### config.mk
export PLATFORM = sky130hd
export DESIGN_NAME = count_change_logger
export DESIGN_NICKNAME = d
export VERILOG_FILES = /design/src/rtl/count_change_logger.sv
export SDC_FILE = /design/constraint.sdc
export NUM_CORES = 1
export LEC_CHECK = 0
export ABC_AREA = 1
export CORE_ASPECT_RATIO = 1.4
export CORE_MARGIN = 10
export CORE_UTILIZATION = 34
export CTS_CLUSTER_DIAMETER = 150
export DETAILED_ROUTE_END_ITERATION = 12
export SLEW_MARGIN = 20
export SYNTH_ARGS = -nofsm -noshare
export SYNTH_HDL_FRONTEND = slang
export SYNTH_SLANG_ARGS = --single-unit
### constraint.sdc
create_clock -name Clk -period 2.5 [get_ports Clk]
set_input_delay 0.25 -clock Clk [delete_from_list [all_inputs] [get_ports Clk]]
set_output_delay 0.25 -clock Clk [all_outputs]
set_load 0.01 [all_outputs]
### src/rtl/count_change_logger.sv
// count_change_logger
// Watches two event-counter outputs and logs one record into a small
// first-word-fall-through FIFO on every cycle in which either count changes.
// A record is {chg[1:0], wrap[1:0], val0, val1}. Records are drained with a
// valid/ready handshake. Records that arrive while the FIFO is full (and not
// being popped on the same edge) are dropped: Overflow sticks high and
// DropCnt counts them, saturating at all-ones.
//
// Ports:
//   Clk, Reset        clock, synchronous active-high reset
//   Count0, Count1    monitored count values (CNT_W bits each)
//   ClrOvf            clears Overflow/DropCnt (a same-edge drop wins)
//   OutReady          consumer takes the head record this cycle
//   OutValid          head record is valid (FIFO non-empty)
//   OutChg, OutWrap   head record change / wrap flags, bit i = channel i
//   OutVal0, OutVal1  head record count values
//   Level             number of stored records, 0..DEPTH
//   Overflow          sticky drop flag
//   DropCnt           saturating drop counter
module count_change_logger #(
   parameter int CNT_W  = 4,
   parameter int DEPTH  = 4,
   parameter int DROP_W = 8
) (
   input  logic                       Clk,
   input  logic                       Reset,
   input  logic [CNT_W-1:0]           Count0,
   input  logic [CNT_W-1:0]           Count1,
   input  logic                       ClrOvf,
   input  logic                       OutReady,
   output logic                       OutValid,
   output logic [1:0]                 OutChg,
   output logic [1:0]                 OutWrap,
   output logic [CNT_W-1:0]           OutVal0,
   output logic [CNT_W-1:0]           OutVal1,
   output logic [$clog2(DEPTH):0]     Level,
   output logic                       Overflow,
   output logic [DROP_W-1:0]          DropCnt
);

   localparam int AW    = $clog2(DEPTH);
   localparam int LW    = AW + 1;
   localparam int REC_W = 4 + 2 * CNT_W;

   logic [REC_W-1:0]  mem_q [DEPTH];
   logic [REC_W-1:0]  mem_d [DEPTH];
   logic [AW-1:0]     rd_ptr_q, rd_ptr_d;
   logic [AW-1:0]     wr_ptr_q, wr_ptr_d;
   logic [LW-1:0]     level_q, level_d;
   logic              armed_q, armed_d;
   logic [CNT_W-1:0]  prev0_q, prev0_d;
   logic [CNT_W-1:0]  prev1_q, prev1_d;
   logic              ovf_q, ovf_d;
   logic [DROP_W-1:0] drop_q, drop_d;

   logic              chg0, chg1, wrap0, wrap1;
   logic              push, pop, full, do_write, do_drop;
   logic [REC_W-1:0]  rec;

   always_comb begin
      // Nothing is compared until the arming edge has captured a baseline.
      chg0  = armed_q && (Count0 != prev0_q);
      chg1  = armed_q && (Count1 != prev1_q);
      wrap0 = chg0 && (Count0 < prev0_q);
      wrap1 = chg1 && (Count1 < prev1_q);
      rec   = {chg1, chg0, wrap1, wrap0, Count0, Count1};

      push     = chg0 | chg1;
      pop      = (level_q != '0) && OutReady;
      full     = (level_q == LW'(DEPTH));
      // Pop is evaluated first, so a full FIFO being popped still accepts.
      do_write = push && (!full || pop);
      do_drop  = push && full && !pop;

      mem_d    = mem_q;
      rd_ptr_d = rd_ptr_q;
      wr_ptr_d = wr_ptr_q;
      level_d  = level_q;
      if (do_write) begin
         mem_d[wr_ptr_q] = rec;
         wr_ptr_d        = wr_ptr_q + AW'(1);
      end
      if (pop) rd_ptr_d = rd_ptr_q + AW'(1);
      unique case ({do_write, pop})
         2'b10:   level_d = level_q + LW'(1);
         2'b01:   level_d = level_q - LW'(1);
         default: level_d = level_q;
      endcase

      armed_d = 1'b1;
      prev0_d = Count0;
      prev1_d = Count1;

      // A drop on the same edge as ClrOvf wins: the flag and a count of one
      // survive the clear.
      ovf_d  = ovf_q;
      drop_d = drop_q;
      if (do_drop) begin
         ovf_d = 1'b1;
         if (ClrOvf)            drop_d = DROP_W'(1);
         else if (drop_q != '1) drop_d = drop_q + DROP_W'(1);
      end else if (ClrOvf) begin
         ovf_d  = 1'b0;
         drop_d = '0;
      end
   end

   always_ff @(posedge Clk) begin
      if (Reset) begin
         rd_ptr_q <= '0;
         wr_ptr_q <= '0;
         level_q  <= '0;
         armed_q  <= 1'b0;
         prev0_q  <= '0;
         prev1_q  <= '0;
         ovf_q    <= 1'b0;
         drop_q   <= '0;
      end else begin
         rd_ptr_q <= rd_ptr_d;
         wr_ptr_q <= wr_ptr_d;
         level_q  <= level_d;
         armed_q  <= armed_d;
         prev0_q  <= prev0_d;
         prev1_q  <= prev1_d;
         ovf_q    <= ovf_d;
         drop_q   <= drop_d;
      end
   end

   // Storage needs no reset: contents are only visible while OutValid=1.
   always_ff @(posedge Clk) begin
      mem_q <= mem_d;
   end

   assign OutValid = (level_q != '0);
   assign {OutChg, OutWrap, OutVal0, OutVal1} = mem_q[rd_ptr_q];
   assign Level    = level_q;
   assign Overflow = ovf_q;
   assign DropCnt  = drop_q;

endmodule

# --- Yosys cells after proc, flatten, opt, wreduce, memory -nomap -nowiden ---
# Index checks and enable logic that the tools add are counted.
word_totals:
  register_bits: 73
  input_bits: 12
  elab_cells: 62
op_classes:
  add_sub_neg: 5
  magnitude_cmp: 5
  n_eq_ne: 6
  muxes: 14
  bitwise: 3
  reduce_logical: 17
op_table:
  columns: ["op", "count"]
  rows:
  - ["bitwise mux 48 bit", 1]
  - ["2-to-1 mux 12 bit", 3]
  - ["2-to-1 mux 8 bit", 4]
  - ["binary-select mux 12 bit (select 2 bit)", 1]
  - ["demux 12 bit (select 2 bit)", 1]
  - ["logical AND 1 bit", 9]
  - ["adder 8 x 1 -> 8 bit, second input constant", 1]
  - ["< comparator 4 bit", 2]
  - ["!= test 4 bit", 2]
  - ["!= test 8 bit, second input constant", 1]
  - [">= comparator 3 bit, second input constant", 2]
  - ["NOT 2 -> 3 bit", 2]
  - ["one-hot mux 3 bit (2 select lines)", 1]
  - ["nonzero test 2 bit", 3]
  - ["adder 2 x 1 -> 2 bit, second input constant", 2]
  - ["adder 3 x 1 -> 3 bit, second input constant", 1]
  - ["equality test 3 bit, second input constant", 1]
  - ["< comparator 3 x 1 -> 1 bit, second input constant", 1]
  - ["2-to-1 mux 1 bit", 3]
  - ["nonzero test 3 bit", 1]
  - ["subtractor 3 x 1 -> 3 bit, second input constant", 1]
  - ["equality test 2 x 1 -> 1 bit, second input constant", 1]
  - ["equality test 2 bit, second input constant", 1]
  - ["zero test 1 bit", 2]
  - ["other kinds (3)", 3]

# --- Logic depth before layout (Yosys ltp) ---
logic_depth:
  depth_word: 7
  ltp_mapped: 13
  mapped_depth_nobuf: 13

# --- Worst setup path before layout ---
# Ideal clock, no wire load.
synth_timing:
  kind: "reg2reg"
  from: "register prev1_q[3]"
  to: "register level_q[2] (netlist: Level[2])"
  t_arrival_ns: 2.059
  required_time_ns: 2.378
  slack_ns: 0.319
  stages_incl_launch_ff: 14
  path_buffers: 0
  synth_period_minus_slack_ns: 2.181
  path_cell_list: "dfxtp_1 > inv_1 > ha_1 > nand2_1 > o21ai_1 > nand2_2 > nand2_2 > ha_1 > inv_1 > fa_1 > a21oi_1 > o21ai_0 > o21ai_0 > a21oi_1"
synth_via:
  elab_chain_len: 6
  elab_cells_between_ends: 8
  classes_between: "eq/ne (3); mux (1); bitwise (1); reduce/logical (3)"
synth_rtl:
  columns: ["element", "line", "text"]
  rows:
  - ["start, declared", "52", "logic [CNT_W-1:0] prev1_q, prev1_d;"]
  - ["start signal, assigned", "124", "prev1_q <= prev1_d;"]
  - ["!= test 4 bit (*)", "63", "chg1 = armed_q && (Count1 != prev1_q);"]
  - ["logical AND 1 bit (*)", "63", null]
  - ["bitwise OR 1 bit (*)", "68", "push = chg0 | chg1;"]
  - ["logical AND 1 bit (*)", "72", "do_write = push && (!full || pop);"]
  - ["equality test 2 x 1 -> 1 bit / equality test 2 bit (equally long branches)", "84", "unique case ({do_write, pop})"]
  - ["one-hot mux 3 bit (2 select lines) / nonzero test 2 bit (equally long branches)", null, null]
  - ["end signal, assigned", "121", "level_q <= level_d;"]
  - ["end, declared", "49", "logic [LW-1:0] level_q, level_d;"]
# Mark *: on every way between the ends. The rest lies on a longest branch, timed or not.
# A chain may end at the register's enable or synchronous reset.

# --- Final worst setup path ---
layout_timing:
  from: "input Count0[1]"
  to: "register level_q[2] (netlist: Level[2])"
layout_via:
  elab_chain_len: 6
  elab_cells_between_ends: 8
  classes_between: "eq/ne (3); mux (1); bitwise (1); reduce/logical (3)"
layout_rtl:
  columns: ["element", "line", "text"]
  rows:
  - ["start, declared", "27", "input logic [CNT_W-1:0] Count0,"]
  - ["!= test 4 bit (*)", "62", "chg0 = armed_q && (Count0 != prev0_q);"]
  - ["logical AND 1 bit (*)", "62", null]
  - ["bitwise OR 1 bit (*)", "68", null]
  - ["logical AND 1 bit (*)", "72", null]
  - ["equality test 2 x 1 -> 1 bit / equality test 2 bit (equally long branches)", "84", null]
  - ["one-hot mux 3 bit (2 select lines) / nonzero test 2 bit (equally long branches)", null, null]
# Marks and branches as above.

==> results.py <==
metrics = {
    "place": {
        "dpl.hpwl_mm": 4.695,
        "place_congestion": 0.8201,
        "port-buffer-count": 36,
    },
    "synth": {
        "synth-seq-cells": 73,
        "synthTopCellsByArea": "edfxtp_1, dfxtp_1, nor2_1, ha_1, o21ai_0",
        "async_reset_ff_share_pct": 0,
        "synth_cells": 311,
        "synth_edf_count": 48,
        "synth_nets": 338,
        "synth_flop_cell": "edfxtp_1",
        "yosys_warnings": 0,
        "syn_area_per_cell_um2": 10.21,
        "yosys.area.top_type_share_pct": 45.41,
        "synth_cell_types": 28,
        "yosysSeqAreaShare_pct": 61.17,
        "synth.cell_area_um2": 3174,
        "synth.most_common_cell": "nor2_1",
        "synth_top_cell_by_area": "edfxtp_1",
        "synth_common_cells": "nor2_1, edfxtp_1, inv_1",
    },
    "clocking": {
        "cts_sinks": 73,
        "h-tree-depth": 3,
        "cts_buffer_depth": 2,
        "cts_buffers": 9,
        "cts.hold.buffers_added": 0,
        "cts_tree": "done",
        "clock_latency_ns": 0.32,
        "clock-root-buffer": "clkbuf_16",
        "path_clk_slew_ns": 0.05,
    },
    "timing": {
        "tightest_slew_ns": 0.4503,
        "max_freq_ghz": 0.4483,
        "fin_setup_tns_ns": 0,
        "min_period_ns": 2.231,
        "skew_ns": 0.004718,
        "timing.hold.ws_ns": 0.2172,
        "final_hold_viol_count": 0,
        "finalCritPeriodShare_pct": 89.22,
        "drv_slew": 0,
        "setup_viol": 0,
        "rsz0062_at_grt": "false",
        "maxSlewHeadroom_pct": 69.79,
    },
    "cells_and_area": {
        "area_delta_synth_final_pct": 31.30,
        "n_antenna_cell": 0,
        "drive_gt1_share_pct": 13.33,
        "fin_nets": 397,
    },
    "worst_hold_path": {
        "min_path_type": "in -> reg",
        "holdPathEnd": "mem_q[4]",
        "hold_depth": 1,
        "min_from": "Count0[0]",
    },
    "flow_run": {
        "drv_cap": 0,
    },
    "floorplanning": {
        "core_area_um2": 9080,
        "die_y_um": 134.3,
        "ios": 37,
        "die_w_um": 101.7,
        "start_util_pct": 34.96,
        "die_area_um2": 13660,
        "rows": 41,
    },
    "power_and_ir_drop": {
        "report.power.total_mw": 3.748,
        "total_leakage_power_nw": 1.635,
        "ir_worst_vdd_mv": 0.3703,
        "power.density_nw_per_um2": 899.4,
    },
    "setup_path": {
        "crit_family": "adder cells",
        "reg2reg_to": "Level[2]",
        "rr_startpoint": "prev0_q[3]",
        "slowest_delay_ns": 0.45,
        "worst-path-buf-inv": 2,
        "r2r_cells": 13,
        "cp-end-kind": "register",
        "r2r_slack_ns": 0.32,
        "cp-start-kind": "primary input",
        "path_max_fanout": 2,
        "critPathSlowestCell": "clkdlybuf4s50_1",
        "crit_chain": "clkdlybuf4s50_1 -> ha_1 -> nand2_1 -> o21ai_2 -> nand2_2 -> nand2_2 -> ha_1 -> inv_1 -> fa_1 -> a21oi_1 -> o21ai_0 -> o21ai_0 -> a21oi_1",
        "critical_path_required_ns": 2.71,
        "criticalPathCategory": "in -> reg",
        "arrival_ns": 2.44,
    },
    "grt": {
        "grt_pass1_vias": 2281,
        "grtUsageTotal_pct": 10.42,
        "grt.overflow.total": 0,
        "antenna_found_initial": 0,
        "grt_start_max_net_pins": 28,
        "grt_first_pass_wirelength_mm": 10.90,
    },
    "detailed_routing": {
        "firstDrtPassIters": 4,
        "avgRoutedWirePerCell_um": 13.71,
        "drt_iter0_markers": 71,
        "finalWirelength_mm": 6.608,
        "ant_nets": 0,
        "via_count": 2280,
        "vias_per_cell": 4.730,
        "drc": 0,
    },
    "outcome": {
        "outcome": "finished clean",
    },
}
==> logic make-up (layout without fill, tap and decap cells) <==
group	after synthesis	in the layout	synth area share, %
and+or+nand+nor	104	104	14.70
DFF	73	73	61.17
AOI/OAI and AO/OA	69	69	11.75
buffers and inverters	49	113	5.952
adders and majority gates	15	15	6.149
xor gates and xnor gates	1	1	0.2760
==> cells in the final DEF (no fill, tap or decap), drive strengths merged <==
cell type and instances:
inv 37, nand3 16, a21oi 21, clkbuf 10
nand2 31, xnor2 1, nand3b 1, clkinv 6
nand4 2, o21ai 33, bufinv 2, o211a 2
o21bai 1, nor3b 1, dlymetal6s2s 3, nor2 52
and2 1, ha 14, fa 1, edfxtp 48
clkdlybuf4s50 33, dfxtp 25, buf 22, o22ai 12
==> stage by stage <==
step	instance area, µm²	setup slack (ns)	util [%]	cells
global placement	3834	-0.1885	42.22	465
CTS	4145	0.07445	45.65	481
floorplan	3174	0.3187	-	311
global route	4168	0.08945	45.90	482
finish	4168	0.2695	45.90	482
detailed placement	3834	-0.2628	42.22	465
==> worst register-to-register path, cell delays in order, from the launching register on <==
cell and delay, ns:
dfxtp_1 0.30, inv_1 0.04, ha_1 0.28, nand2_1 0.09, o21ai_2 0.18, nand2_2 0.08, nand2_2 0.07, ha_1 0.13
inv_1 0.06, fa_1 0.38, a21oi_1 0.14, o21ai_0 0.11, o21ai_0 0.15, a21oi_1 0.05
==> layout make-up <==
| cell class | instances | area (µm²) |
|---|---|---|
| Timing Repair Buffer | 58 | 583.1 |
| Inverter | 39 | 146.4 |
| Clock inverter | 6 | 82.58 |
| Tap cell | 107 | 133.9 |
| Fill cell | 852 | 4912 |
| Sequential cell | 73 | 1942 |
| Multi-Input combinational cell | 189 | 1051 |
| Clock buffer | 10 | 229.0 |
==> metal layers <==
metal / wire, µm / track usage [%]
met2: 3396 / 17.79
met4: 108 / 4.545
met5: 0 / 0
met3: 433 / 4.422
met1: 2669 / 10.77
==> flip-flops by register name (all words and copies together) (netlist names) <==
register  flops
mem_q        48
Level         3
prev1_q       4
armed_q       1
prev0_q       4
wr_ptr_q      2
rd_ptr_q      2
Overflow      1
DropCnt       8
==> how the worst max path moves through the flow <==
stage / from / endpoint / slack [ns] / cells after the start
finish: Count0[1] / Level[2] / 0.27 / 13
global route: Count1[3] / Level[2] / 0.09 / 13
CTS: Count0[0] / Level[2] / 0.07 / 14
detailed placement: Count0[0] / Level[2] / -0.26 / 14
global placement: Count0[0] / Level[2] / -0.19 / 14
floorplan: prev1_q[3] / Level[2] / 0.32 / 13
==> timing repair <==
action                     CTS  global route
setup buffers                0             1
setup endpoints to repair    0             1
gates resized for setup      0             5
==> where the power goes <==
part	switching, mW	total [mW]	leakage, nW	internal (mW)
combinational	0.499	0.946	0.829	0.447
sequential	0.0508	1.49	0.653	1.44
clock	0.448	1.32	0.154	0.867
total	0.998	3.75	1.64	2.75
Power figures use the tool's default switching activity.
